--- config.mk ---
export PLATFORM = sky130hd
export DESIGN_NAME = seg_scan_ctrl_flat
export DESIGN_NICKNAME = d
export VERILOG_FILES = /design/src/rtl/seg_scan_if.sv /design/src/rtl/seg_scan_ctrl.sv /design/src/flat_wrapper.sv
export SDC_FILE = /design/constraint.sdc
export NUM_CORES = 1
export LEC_CHECK = 0
export CAP_MARGIN = 20
export CORE_MARGIN = 3
export CORE_UTILIZATION = 59
export CTS_BUF_LIST = sky130_fd_sc_hd__clkbuf_4 sky130_fd_sc_hd__clkbuf_8
export CTS_CLUSTER_DIAMETER = 80
export DETAILED_ROUTE_END_ITERATION = 10
export PLACE_DENSITY_LB_ADDON = 0.15
export SETUP_SLACK_MARGIN = 0.15
export SLEW_MARGIN = 10
export SYNTH_ARGS = -nofsm -noshare
export SYNTH_HDL_FRONTEND = slang
export SYNTH_SLANG_ARGS = --single-unit
--- constraint.sdc ---
create_clock -name clk -period 3 [get_ports clk]
set_input_delay 0.3 -clock clk [delete_from_list [all_inputs] [get_ports clk]]
set_output_delay 0.3 -clock clk [all_outputs]
set_load 0.05 [all_outputs]
--- src/rtl/seg_scan_if.sv ---
// Display-side bundle for the 7-segment scan controller: load strobe/data in,
// shared-decoder code plus digit enables and status pulses out.
interface seg_scan_if #(
  parameter int DIGITS = 4
);
  logic                  load;
  logic [4*DIGITS-1:0]   data_in;
  logic [3:0]            dc_code;
  logic [DIGITS-1:0]     dig_en_n;
  logic                  frame;
  logic                  update_ack;

  modport master (
    output load, data_in,
    input  dc_code, dig_en_n, frame, update_ack
  );

  modport slave (
    input  load, data_in,
    output dc_code, dig_en_n, frame, update_ack
  );
endinterface

--- src/rtl/seg_scan_ctrl.sv ---
// Time-multiplexed common-cathode 7-segment scan controller with a double-buffered
// display register. Optional leading-zero blanking: define SEG_SCAN_LZ_BLANK_EN.
module seg_scan_ctrl #(
  parameter int DIGITS    = 4,
  parameter int SCAN_DIV  = 50000,
  parameter int BLANK_CYC = 16
) (
  input  logic      clk,
  input  logic      rst_n,
  seg_scan_if.slave bus
);

  localparam int CNT_W = (SCAN_DIV > 1) ? $clog2(SCAN_DIV) : 1;
  localparam int IDX_W = $clog2(DIGITS);
  localparam int DW    = 4 * DIGITS;

  localparam logic [CNT_W-1:0] CNT_LAST  = CNT_W'(SCAN_DIV - 1);
  localparam logic [CNT_W-1:0] BLANK_END = CNT_W'(BLANK_CYC);
  localparam logic [IDX_W-1:0] IDX_LAST  = IDX_W'(DIGITS - 1);

  if (DIGITS < 2) begin : g_bad_digits
    $error("seg_scan_ctrl: DIGITS must be at least 2");
  end
  if (BLANK_CYC >= SCAN_DIV) begin : g_bad_blank
    $error("seg_scan_ctrl: BLANK_CYC must be less than SCAN_DIV");
  end

  logic [CNT_W-1:0]  cnt, cnt_nx;
  logic [IDX_W-1:0]  idx, idx_nx;
  logic [DW-1:0]     shadow, shadow_nx;
  logic [DW-1:0]     pending;
  logic              pend_flag;
  logic              slot_end, boundary, upd_nx, in_window;
  logic [3:0]        nib_nx;
  logic [DIGITS-1:0] en_nx;
  logic [DIGITS-1:0] sup;
  logic [3:0]        dc_code_q;
  logic [DIGITS-1:0] dig_en_n_q;
  logic              frame_q, update_ack_q;
  logic              load;
  logic [DW-1:0]     data_in;
`ifdef SEG_SCAN_LZ_BLANK_EN
  logic              zero_run;
`endif

  assign load    = bus.load;
  assign data_in = bus.data_in;

  // Outputs are computed from next-state values so the registered outputs
  // line up with the cnt/idx/shadow registers in the same cycle.
  always_comb begin
    slot_end  = (cnt == CNT_LAST);
    boundary  = slot_end && (idx == IDX_LAST);
    cnt_nx    = slot_end ? '0 : cnt + CNT_W'(1);
    idx_nx    = idx;
    if (slot_end) begin
      idx_nx = (idx == IDX_LAST) ? '0 : idx + IDX_W'(1);
    end

    shadow_nx = shadow;
    upd_nx    = 1'b0;
    if (boundary) begin
      if (load) begin
        shadow_nx = data_in;
        upd_nx    = 1'b1;
      end else if (pend_flag) begin
        shadow_nx = pending;
        upd_nx    = 1'b1;
      end
    end

    sup = '0;
`ifdef SEG_SCAN_LZ_BLANK_EN
    // A digit is dark only while it and everything above it is zero.
    zero_run = 1'b1;
    for (int k = DIGITS - 1; k >= 1; k--) begin
      zero_run = zero_run && (shadow_nx[4*k +: 4] == 4'd0);
      sup[k]   = zero_run;
    end
`endif

    in_window = (cnt_nx >= BLANK_END);
    nib_nx    = 4'd0;
    en_nx     = '1;
    for (int k = 0; k < DIGITS; k++) begin
      if (idx_nx == IDX_W'(k)) begin
        nib_nx   = shadow_nx[4*k +: 4];
        en_nx[k] = !(in_window && !sup[k]);
      end
    end
  end

  always_ff @(posedge clk or negedge rst_n) begin
    if (!rst_n) begin
      cnt          <= '0;
      idx          <= '0;
      shadow       <= '0;
      pending      <= '0;
      pend_flag    <= 1'b0;
      dc_code_q    <= 4'd0;
      dig_en_n_q   <= '1;
      frame_q      <= 1'b0;
      update_ack_q <= 1'b0;
    end else begin
      cnt    <= cnt_nx;
      idx    <= idx_nx;
      shadow <= shadow_nx;
      if (load && !boundary) begin
        pending   <= data_in;
        pend_flag <= 1'b1;
      end else if (boundary) begin
        pend_flag <= 1'b0;
      end
      dc_code_q    <= nib_nx;
      dig_en_n_q   <= en_nx;
      frame_q      <= boundary;
      update_ack_q <= upd_nx;
    end
  end

  assign bus.dc_code    = dc_code_q;
  assign bus.dig_en_n   = dig_en_n_q;
  assign bus.frame      = frame_q;
  assign bus.update_ack = update_ack_q;

endmodule
--- src/flat_wrapper.sv ---
// flat-port wrapper written by rule: the top's interface ports become plain ports
module seg_scan_ctrl_flat 
#(
  parameter int DIGITS    = 4,
  parameter int SCAN_DIV  = 50000,
  parameter int BLANK_CYC = 16
)
  (clk, rst_n, bus_load, bus_data_in, bus_dc_code, bus_dig_en_n, bus_frame, bus_update_ack);
  seg_scan_if #(.DIGITS(DIGITS)) bus_i ();
  input  logic clk;
  input  logic rst_n;
  input wire logic [$bits(bus_i.load)-1:0] bus_load;
  input wire logic [$bits(bus_i.data_in)-1:0] bus_data_in;
  output wire logic [$bits(bus_i.dc_code)-1:0] bus_dc_code;
  output wire logic [$bits(bus_i.dig_en_n)-1:0] bus_dig_en_n;
  output wire logic [$bits(bus_i.frame)-1:0] bus_frame;
  output wire logic [$bits(bus_i.update_ack)-1:0] bus_update_ack;
  assign bus_i.load = bus_load;
  assign bus_i.data_in = bus_data_in;
  assign bus_dc_code = bus_i.dc_code;
  assign bus_dig_en_n = bus_i.dig_en_n;
  assign bus_frame = bus_i.frame;
  assign bus_update_ack = bus_i.update_ack;
  seg_scan_ctrl #(.DIGITS(DIGITS), .SCAN_DIV(SCAN_DIV), .BLANK_CYC(BLANK_CYC)) u_core (.clk(clk), .rst_n(rst_n), .bus(bus_i));
endmodule
After elaboration in Yosys (flattened, before gate mapping):

Cells that the tools add are included.

* flip-flop bits (word level): 61
* input bits: 19
* word-level logic and storage cells: 42

* equality and inequality tests: 5
* add/sub/neg operators: 2
* multiplexer cells: 19
* order comparisons: 1
* reductions and logical operators: 6

Operator list (count)
* $mux 16: 4
* $add 16x1->16 const B: 1
* $eq 16x16->1 const B: 1
* $ge 16x5->1 const B: 1
* $mux 4: 4
* $mux 1: 9
* $eq 2x2->1 const B: 3
* $mux 2: 2
* $add 2x1->2 const B: 1
* $eq 2x1->1 const B: 1
* $logic_and 1x1->1: 2
* $logic_not 1->1: 2
* $logic_not 2->1: 1
* $reduce_bool 2->1: 1

Logic depth before layout (Yosys ltp):

Gate-level depths: netlist of the first run.

* depth in word-level cells: 8
* mapped depth: 11
* mapped depth without buffers: 8

Worst setup path after synthesis of the first run:

OpenSTA, ideal clock, no wires.

* path kind: reg2reg
* start: reg u_core.cnt[12]
* end: reg u_core.pending[10]
* arrival time: 2.242 ns
* slack: 0.634 ns
* path buffers: 2
* required time: 2.875 ns
* cell stages (with the launch flop): 7
* cells stage by stage: dfrtp_1 -> or4b_1 -> or4_1 -> buf_6 -> nand2_2 -> buf_4 -> mux2_2

* cells in the longest elaborated chain, start to end: 4

RTL lines
* start: declaration: RTL line seg_scan_ctrl.sv:28 `logic [CNT_W-1:0] cnt, cnt_nx;`
* start signal: assignment: RTL line seg_scan_ctrl.sv:105 `cnt <= cnt_nx;`
* $eq 16x16->1: RTL line seg_scan_ctrl.sv:52 `slot_end = (cnt == CNT_LAST);`
* $logic_and 1x1->1: RTL line seg_scan_ctrl.sv:53 `boundary = slot_end && (idx == IDX_LAST);`
* $logic_not 1->1: RTL line seg_scan_ctrl.sv:108 `if (load && !boundary) begin`
* $logic_and 1x1->1: RTL line seg_scan_ctrl.sv:108
* end signal: assignment: RTL line seg_scan_ctrl.sv:109 `pending <= data_in;`
* end: declaration: RTL line seg_scan_ctrl.sv:31 `logic [DW-1:0] pending;`

Every way passes these cells.
A chain may end at the register's enable or synchronous reset.

Worst setup path after layout of the first run:

* start: reg u_core.cnt[12]
* end: reg u_core.pending[1]

The elaborated chain is that of the path after synthesis.

==> results of run 1 <==
==> registers in the layout, indices dropped and copies added, names as in the netlist <==
register	flops
u_core.bus.dc_code	4
u_core.cnt	16
u_core.bus.dig_en_n	4
u_core.shadow	16
u_core.idx	2
u_core.pend_flag	1
u_core.bus.update_ack	1
u_core.pending	16
u_core.bus.frame	1
==> power breakdown <==
| group | total, mW | internal (mW) | switching (mW) | leakage [nW] |
|---|---|---|---|---|
| sequential | 0.857 | 0.845 | 0.0118 | 0.681 |
| combinational | 0.0879 | 0.0444 | 0.0435 | 0.633 |
| clock | 0.794 | 0.482 | 0.312 | 0.114 |
| total | 1.74 | 1.37 | 0.368 | 1.43 |
==> repair_timing <==
item,4_1_cts,5_1_grt
buffers inserted,0,0
hold endpoints to repair,0,0
setup endpoints to repair,0,3
gates resized for setup,0,0
==> synth_stat cells (2+ instances only) <==
cell | instances | share of area
nand3_2 | 13 | 0.044
mux2i_1 | 2 | 0.0068
dfrtp_1 | 57 | 0.49
nand3_1 | 23 | 0.039
buf_4 | 3 | 0.0077
nand4_1 | 4 | 0.0085
nand2_1 | 29 | 0.037
or4b_1 | 2 | 0.0068
xnor2_1 | 4 | 0.012
nor4_2 | 2 | 0.0085
buf_2 | 2 | 0.0034
nor3_1 | 4 | 0.0068
a22o_1 | 2 | 0.0060
mux2_2 | 15 | 0.058
a22oi_1 | 5 | 0.013
dfstp_2 | 4 | 0.036
nor2b_1 | 5 | 0.011
xor2_1 | 11 | 0.033
buf_12 | 2 | 0.014
o21ai_0 | 2 | 0.0034
or4_1 | 3 | 0.0077
a32oi_1 | 15 | 0.045
nand4bb_1 | 3 | 0.012
nor2_1 | 19 | 0.024
clkbuf_1 | 3 | 0.0038
inv_1 | 5 | 0.0064
ha_1 | 3 | 0.013
nor4_1 | 4 | 0.0085
==> layout by cell type (no fill, tap or decap), drive strengths merged, types with 2 or more instances in the layout <==
cell / n
a22o: 2
o21ai: 2
nand4: 4
a21oi: 2
clkinv: 4
xor2: 11
ha: 3
bufinv: 2
mux2i: 2
nor3: 4
dfstp: 4
a32oi: 15
nor2b: 5
nor4: 6
inv: 5
xnor2: 4
a22oi: 6
nor2: 19
mux2: 15
nand2: 30
buf: 10
nand3: 36
clkbuf: 11
or4b: 2
nand4bb: 3
or4: 3
clkdlybuf4s50: 27
dfrtp: 57
==> metal layers <==
| metal | GRT usage | wire (um) |
|---|---|---|
| met1 | 0.343 | 3050 |
| met2 | 0.345 | 2910 |
| met3 | 0.0556 | 342 |
| met4 | 0.0779 | 102 |
| met5 | 0 | 0 |
==> worst max-delay path, stage by stage (launching register included) <==
cell     delay, ps
dfrtp_1        440
or4b_1         580
or4_1          770
nand2_2        470
mux2_2         400
==> area by class of cell <==
cell class | count | share of cell area
inverters | 6 | 0.00794
repair buffers | 37 | 0.0989
clock buffers | 11 | 0.0401
well taps | 65 | 0.0235
clock inverters | 5 | 0.0217
flip-flops and latches | 61 | 0.442
multi-input cells | 181 | 0.366
==> how the worst max path moves through the flow <==
| stage | start | end | cells past startpoint |
|---|---|---|---|
| floorplan | u_core.cnt[12]$_DFF_PN0_ | u_core.pending[10]$_DFFE_PN0P_ | 6 |
| global placement | u_core.cnt[12]$_DFF_PN0_ | u_core.pending[5]$_DFFE_PN0P_ | 4 |
| detailed placement | u_core.cnt[12]$_DFF_PN0_ | u_core.pending[1]$_DFFE_PN0P_ | 4 |
| CTS | u_core.cnt[12]$_DFF_PN0_ | u_core.pending[1]$_DFFE_PN0P_ | 4 |
| global route | u_core.cnt[12]$_DFF_PN0_ | u_core.pending[1]$_DFFE_PN0P_ | 4 |
| finish | u_core.cnt[12]$_DFF_PN0_ | u_core.pending[1]$_DFFE_PN0P_ | 4 |
==> kinds of logic after synthesis <==
logic type,count (synthesis)
and+or+nand+nor,115
DFF,61
AOI/OAI and AO/OA,31
buffers and inverters,18
muxes,17
xor gates and xnor gates,15
adders and majority gates,3
==> per-stage QoR <==
| stage | hold WS, ps | power [mW] |
|---|---|---|
| floorplan | 4.41 | 0.905 |
| global placement | 405 | 0.957 |
| detailed placement | 403 | 0.960 |
| CTS | 46.1 | 1.75 |
| global route | 63.0 | 1.79 |
| finish | 20.7 | 1.74 |
==> impl_metrics.py, run 1 <==
metrics = {
    "status": {
        "status": "completed",
    },
    "grt": {
        "track_usage": 0.235,
        "grt_max_degree": 34,
        "grt_overflow": 0,
        "antenna_found_initial": 0,
        "grt_pass1_wl_um": 10700,
        "grt_pass1_vias": 2141,
    },
    "logic_synthesis": {
        "synth_warnings": 0,
        "synthCells": 260,
        "synth_mux_area_frac": 0.0646,
        "synth-simple-area-share": 0.223,
        "syn_avg_cell_area_sq_um": 11.3,
        "synth-compound-area-share": 0.0881,
        "synth_top_family_by_area": "simple AND/OR/NAND/NOR gates",
        "synth_seq_cells": 61,
        "async_reset_ff_frac": 1.00,
        "synth_seq_area_share": 0.523,
        "synth_xor_area_frac": 0.0449,
        "synth_area_sq_um": 2930,
        "synth_flop_cell": "dfrtp_1",
        "synth.distinct_cells": 42,
        "syn-num-nets": 282,
        "synth_edf_count": 0,
        "synthAdderAreaFrac": 0.0128,
    },
    "clock_network": {
        "path_clk_slew_ps": 60,
        "holdBufCountCts": 0,
        "numCtsBuffers": 9,
        "insertion_delay_ps": 340,
        "h-tree-depth": 3,
        "cts.sinks": 61,
        "cts_root_buffer": "clkbuf_8",
        "cts_tree": "built",
        "cts_buffer_depth": 2,
    },
    "placement": {
        "post_dp_cell_area_sq_um": 3250,
        "gp_congestion": 0.902,
        "dp_hpwl_um": 4220,
        "pre_cts_ws_ps": 257,
        "dp_cells": 350,
        "portBuffers": 28,
    },
    "sta": {
        "timing.fmax_ghz": 0.361,
        "skew_ps": 8.83,
        "finalCritPeriodShare": 0.923,
        "slew_headroom": 0.489,
        "fin_crit_ps": 2770,
        "tightest_slew_ps": 764,
        "rsz0062_at_grt": "true",
        "setup_tns_ps": 0,
        "hold_viol": 0,
        "finalSetupViolations": 0,
        "maxSlewViolCount": 0,
        "setup_ws_ps": 231,
    },
    "worst_setup_path": {
        "start_kind": "flip-flop",
        "crit_path_max_fanout": 17,
        "cp.arrival_ps": 2990,
        "r2r-end": "u_core.pending[1]$_DFFE_PN0P_",
        "worstRegToRegCells": 4,
        "cp-end-kind": "flip-flop",
        "r2r_start": "u_core.cnt[12]$_DFF_PN0_",
        "crit_type": "reg -> reg",
        "r2r_slack_ps": 230,
        "crit_required_ps": 3220,
    },
    "floorplan": {
        "core_sq_um": 4560,
        "dieHeight_um": 76.4,
        "die_area_sq_um": 5840,
        "die_x_um": 76.4,
        "start_util": 0.641,
        "boundaryPins": 29,
        "fp-row-count": 24,
    },
    "cells_and_area": {
        "multi_input_area_sq_um": 1270,
        "layout.nets": 318,
        "design_area_sq_um": 3470,
        "finish.utilization": 0.759,
        "layout-drive-gt1-share": 0.213,
        "fillCellCount": 342,
        "register_area_sq_um": 1530,
        "fin_cells": 366,
        "num_antenna_cells": 0,
        "area.growth.synth_to_final_pct": 18.4,
    },
    "drt": {
        "viasPerCell": 6.04,
        "drtIter0Drc": 235,
        "postRouteAntennaNets": 0,
        "drc": 0,
        "wl_per_cell_um": 17.5,
        "route.vias.total": 2211,
        "first_pass_iters": 4,
        "route.final.wire_length_um": 6400,
    },
    "pwr": {
        "power_density_nw_per_um2": 502,
        "peakVddDrop_uv": 397,
        "power_leakage_nw": 1.43,
    },
    "flow_run": {
        "cap_viol_max_count": 0,
    },
    "hold_path": {
        "hold_class": "in -> async",
    },
}
Note: power is estimated with default switching activity, not from simulation.
==> run 2, diff against run 1 <==
- GPL_TIMING_DRIVEN: default -> 0
==> impl_metrics.py, run 2 (same netlist as run 1, synthesis figures left out) <==
metrics = {
    "sta": {
        "finalCritPeriodShare": 0.869,
        "hold_viol": 0,
        "slew_headroom": 0.330,
        "tightest_slew_ps": 997,
        "fin_crit_ps": 2610,
        "timing.fmax_ghz": 0.384,
        "maxSlewViolCount": 0,
        "finalSetupViolations": 0,
        "rsz0062_at_grt": "false",
        "skew_ps": 6.14,
    },
    "clock_network": {
        "cts.sinks": 61,
        "insertion_delay_ps": 340,
        "h-tree-depth": 3,
        "cts_resized": 0,
        "postCtsSetupBuffers": 0,
        "cts_buffer_depth": 2,
        "cts_tree": "built",
        "holdBufCountCts": 0,
        "numCtsBuffers": 9,
        "cts_root_buffer": "clkbuf_8",
        "path_clk_slew_ps": 60,
    },
    "worst_setup_path": {
        "start_kind": "flip-flop",
        "cp_top_family": "simple AND/OR/NAND/NOR gates",
        "cp_slowest_stage_delay_ps": 570,
        "crit_required_ps": 3220,
        "worstRegToRegCells": 6,
        "endpoint": "u_core.pending[9]$_DFFE_PN0P_",
        "crit_start": "u_core.cnt[12]$_DFF_PN0_",
        "crit_path_max_fanout": 10,
        "crit_buf_inv": 2,
        "r2r_slack_ps": 390,
        "crit_type": "reg -> reg",
        "cp-end-kind": "flip-flop",
        "cp.arrival_ps": 2820,
        "crit_slowest_cell": "or4b_1",
        "r2r-end": "u_core.pending[9]$_DFFE_PN0P_",
        "cp_cell_sequence": "or4b_1 -> or4_1 -> buf_6 -> nand2_2 -> buf_4 -> mux2_2",
        "r2r_start": "u_core.cnt[12]$_DFF_PN0_",
        "crit_cells": 6,
    },
    "cells_and_area": {
        "multi_input_area_sq_um": 1280,
        "design_area_sq_um": 3480,
        "layout.nets": 320,
        "most-common-layout-cells": "57 x dfrtp_1, 29 x nand2_1, 26 x clkdlybuf4s50_1",
        "top_regs": "u_core.cnt x16, u_core.pending x16, u_core.shadow x16",
        "layout-drive-gt1-share": 0.218,
        "final_common_cell": "dfrtp_1",
        "register_area_sq_um": 1530,
        "area.growth.synth_to_final_pct": 18.9,
        "num_antenna_cells": 0,
        "fillCellCount": 335,
        "finish.utilization": 0.762,
    },
    "floorplan": {
        "die_area_sq_um": 5840,
        "die_x_um": 76.4,
        "core_sq_um": 4560,
        "fp-row-count": 24,
        "dieHeight_um": 76.4,
        "start_util": 0.641,
        "boundaryPins": 29,
    },
    "drt": {
        "route.vias.total": 2240,
        "drtIter0Drc": 222,
        "first_pass_iters": 4,
        "drc": 0,
        "route.final.wire_length_um": 6360,
        "viasPerCell": 6.09,
        "postRouteAntennaNets": 0,
        "wl_per_cell_um": 17.3,
    },
    "grt": {
        "grt_max_degree": 62,
        "antenna_found_initial": 0,
        "grt_pass1_wl_um": 10700,
        "track_usage": 0.236,
        "grt_pass1_vias": 2193,
        "grt_overflow": 0,
    },
    "placement": {
        "post_dp_cell_area_sq_um": 3280,
        "dp_hpwl_um": 4220,
        "portBuffers": 27,
        "gp_congestion": 0.876,
    },
    "pwr": {
        "power_mw": 1.66,
        "power_density_nw_per_um2": 477,
        "power_leakage_nw": 1.42,
        "peakVddDrop_uv": 339,
    },
    "status": {
        "status": "completed",
    },
    "flow_run": {
        "cap_viol_max_count": 0,
    },
    "hold_path": {
        "hold_class": "in -> async",
    },
}
run 2: changes by cell type in the layout (fill, tap and decap cells not counted):
cell / previous run / this run
clkbuf_4: 2 / 1
bufinv_16: 2 / 1
buf_2: 1 / 2
clkinv_2: 3 / 4
clkbuf_8: 9 / 10
buf_12: 0 / 2
buf_1: 0 / 1
clkdlybuf4s50_1: 27 / 26
buf_4: 9 / 4
nor2_1: 19 / 16
buf_6: 0 / 1
clkbuf_1: 0 / 3
nor2_2: 0 / 3
run 2: routing by layer:
| layer | track usage | wire length [um] | vias to the layer above |
|---|---|---|---|
| li1 | - | - | 1029 |
| met3 | 0.0662 | 323 | 11 |
| met5 | 0 | 0 | - |
| met2 | 0.326 | 2910 | 77 |
| met4 | 0.0960 | 104 | 0 |
| met1 | 0.349 | 3020 | 1123 |
run 2: worst min-delay path by stage:
stage | to
finish | u_core.cnt[8]$_DFF_PN0_
global route | u_core.cnt[5]$_DFF_PN0_
CTS | u_core.cnt[5]$_DFF_PN0_
detailed placement | u_core.cnt[8]$_DFF_PN0_
global placement | u_core.pending[14]$_DFFE_PN0P_
floorplan | u_core.bus.dc_code[0]$_DFF_PN0_
run 2: where the power goes:
part / switching [mW] / total (mW) / internal, mW
Combinational: 0.0426 / 0.0855 / 0.0429
Sequential: 0.0124 / 0.857 / 0.845
Clock: 0.308 / 0.717 / 0.409
run 2: stage by stage:
step / instances / setup slack, ps / hold WS (ps) / TNS, ps
after floorplan: 260 / 634 / 4.41 / 0
after global placement: 352 / -248 / 467 / -14020
after detailed placement: 352 / 371 / 415 / 0
after CTS: 368 / 311 / 58.8 / 0
after global routing: 368 / 174 / 77.2 / 0
final: 368 / 394 / 29.7 / 0
run 2: worst reg2reg max path, stage by stage (launching register included):
cell,delay [ps]
dfrtp_1,440
or4b_1,570
or4_1,520
buf_6,170
nand2_2,190
buf_4,250
mux2_2,360
run 2: area by class of cell:
| type | instances | share of cell area |
|---|---|---|
| clock buffer | 11 | 0.0417 |
| buffer | 12 | 0.0284 |
| timing repair buffer | 27 | 0.0770 |
| tap | 65 | 0.0234 |
| inverter | 6 | 0.00791 |
| multi-input combinational | 181 | 0.367 |
| clock inverter | 5 | 0.0144 |
| sequential | 61 | 0.440 |
==> run 3, diff against run 2 <==
- CAP_MARGIN: 20 -> default
==> results of run 3 <==
Same layout as run 2: the final DEF is identical, and so are final timing and power.
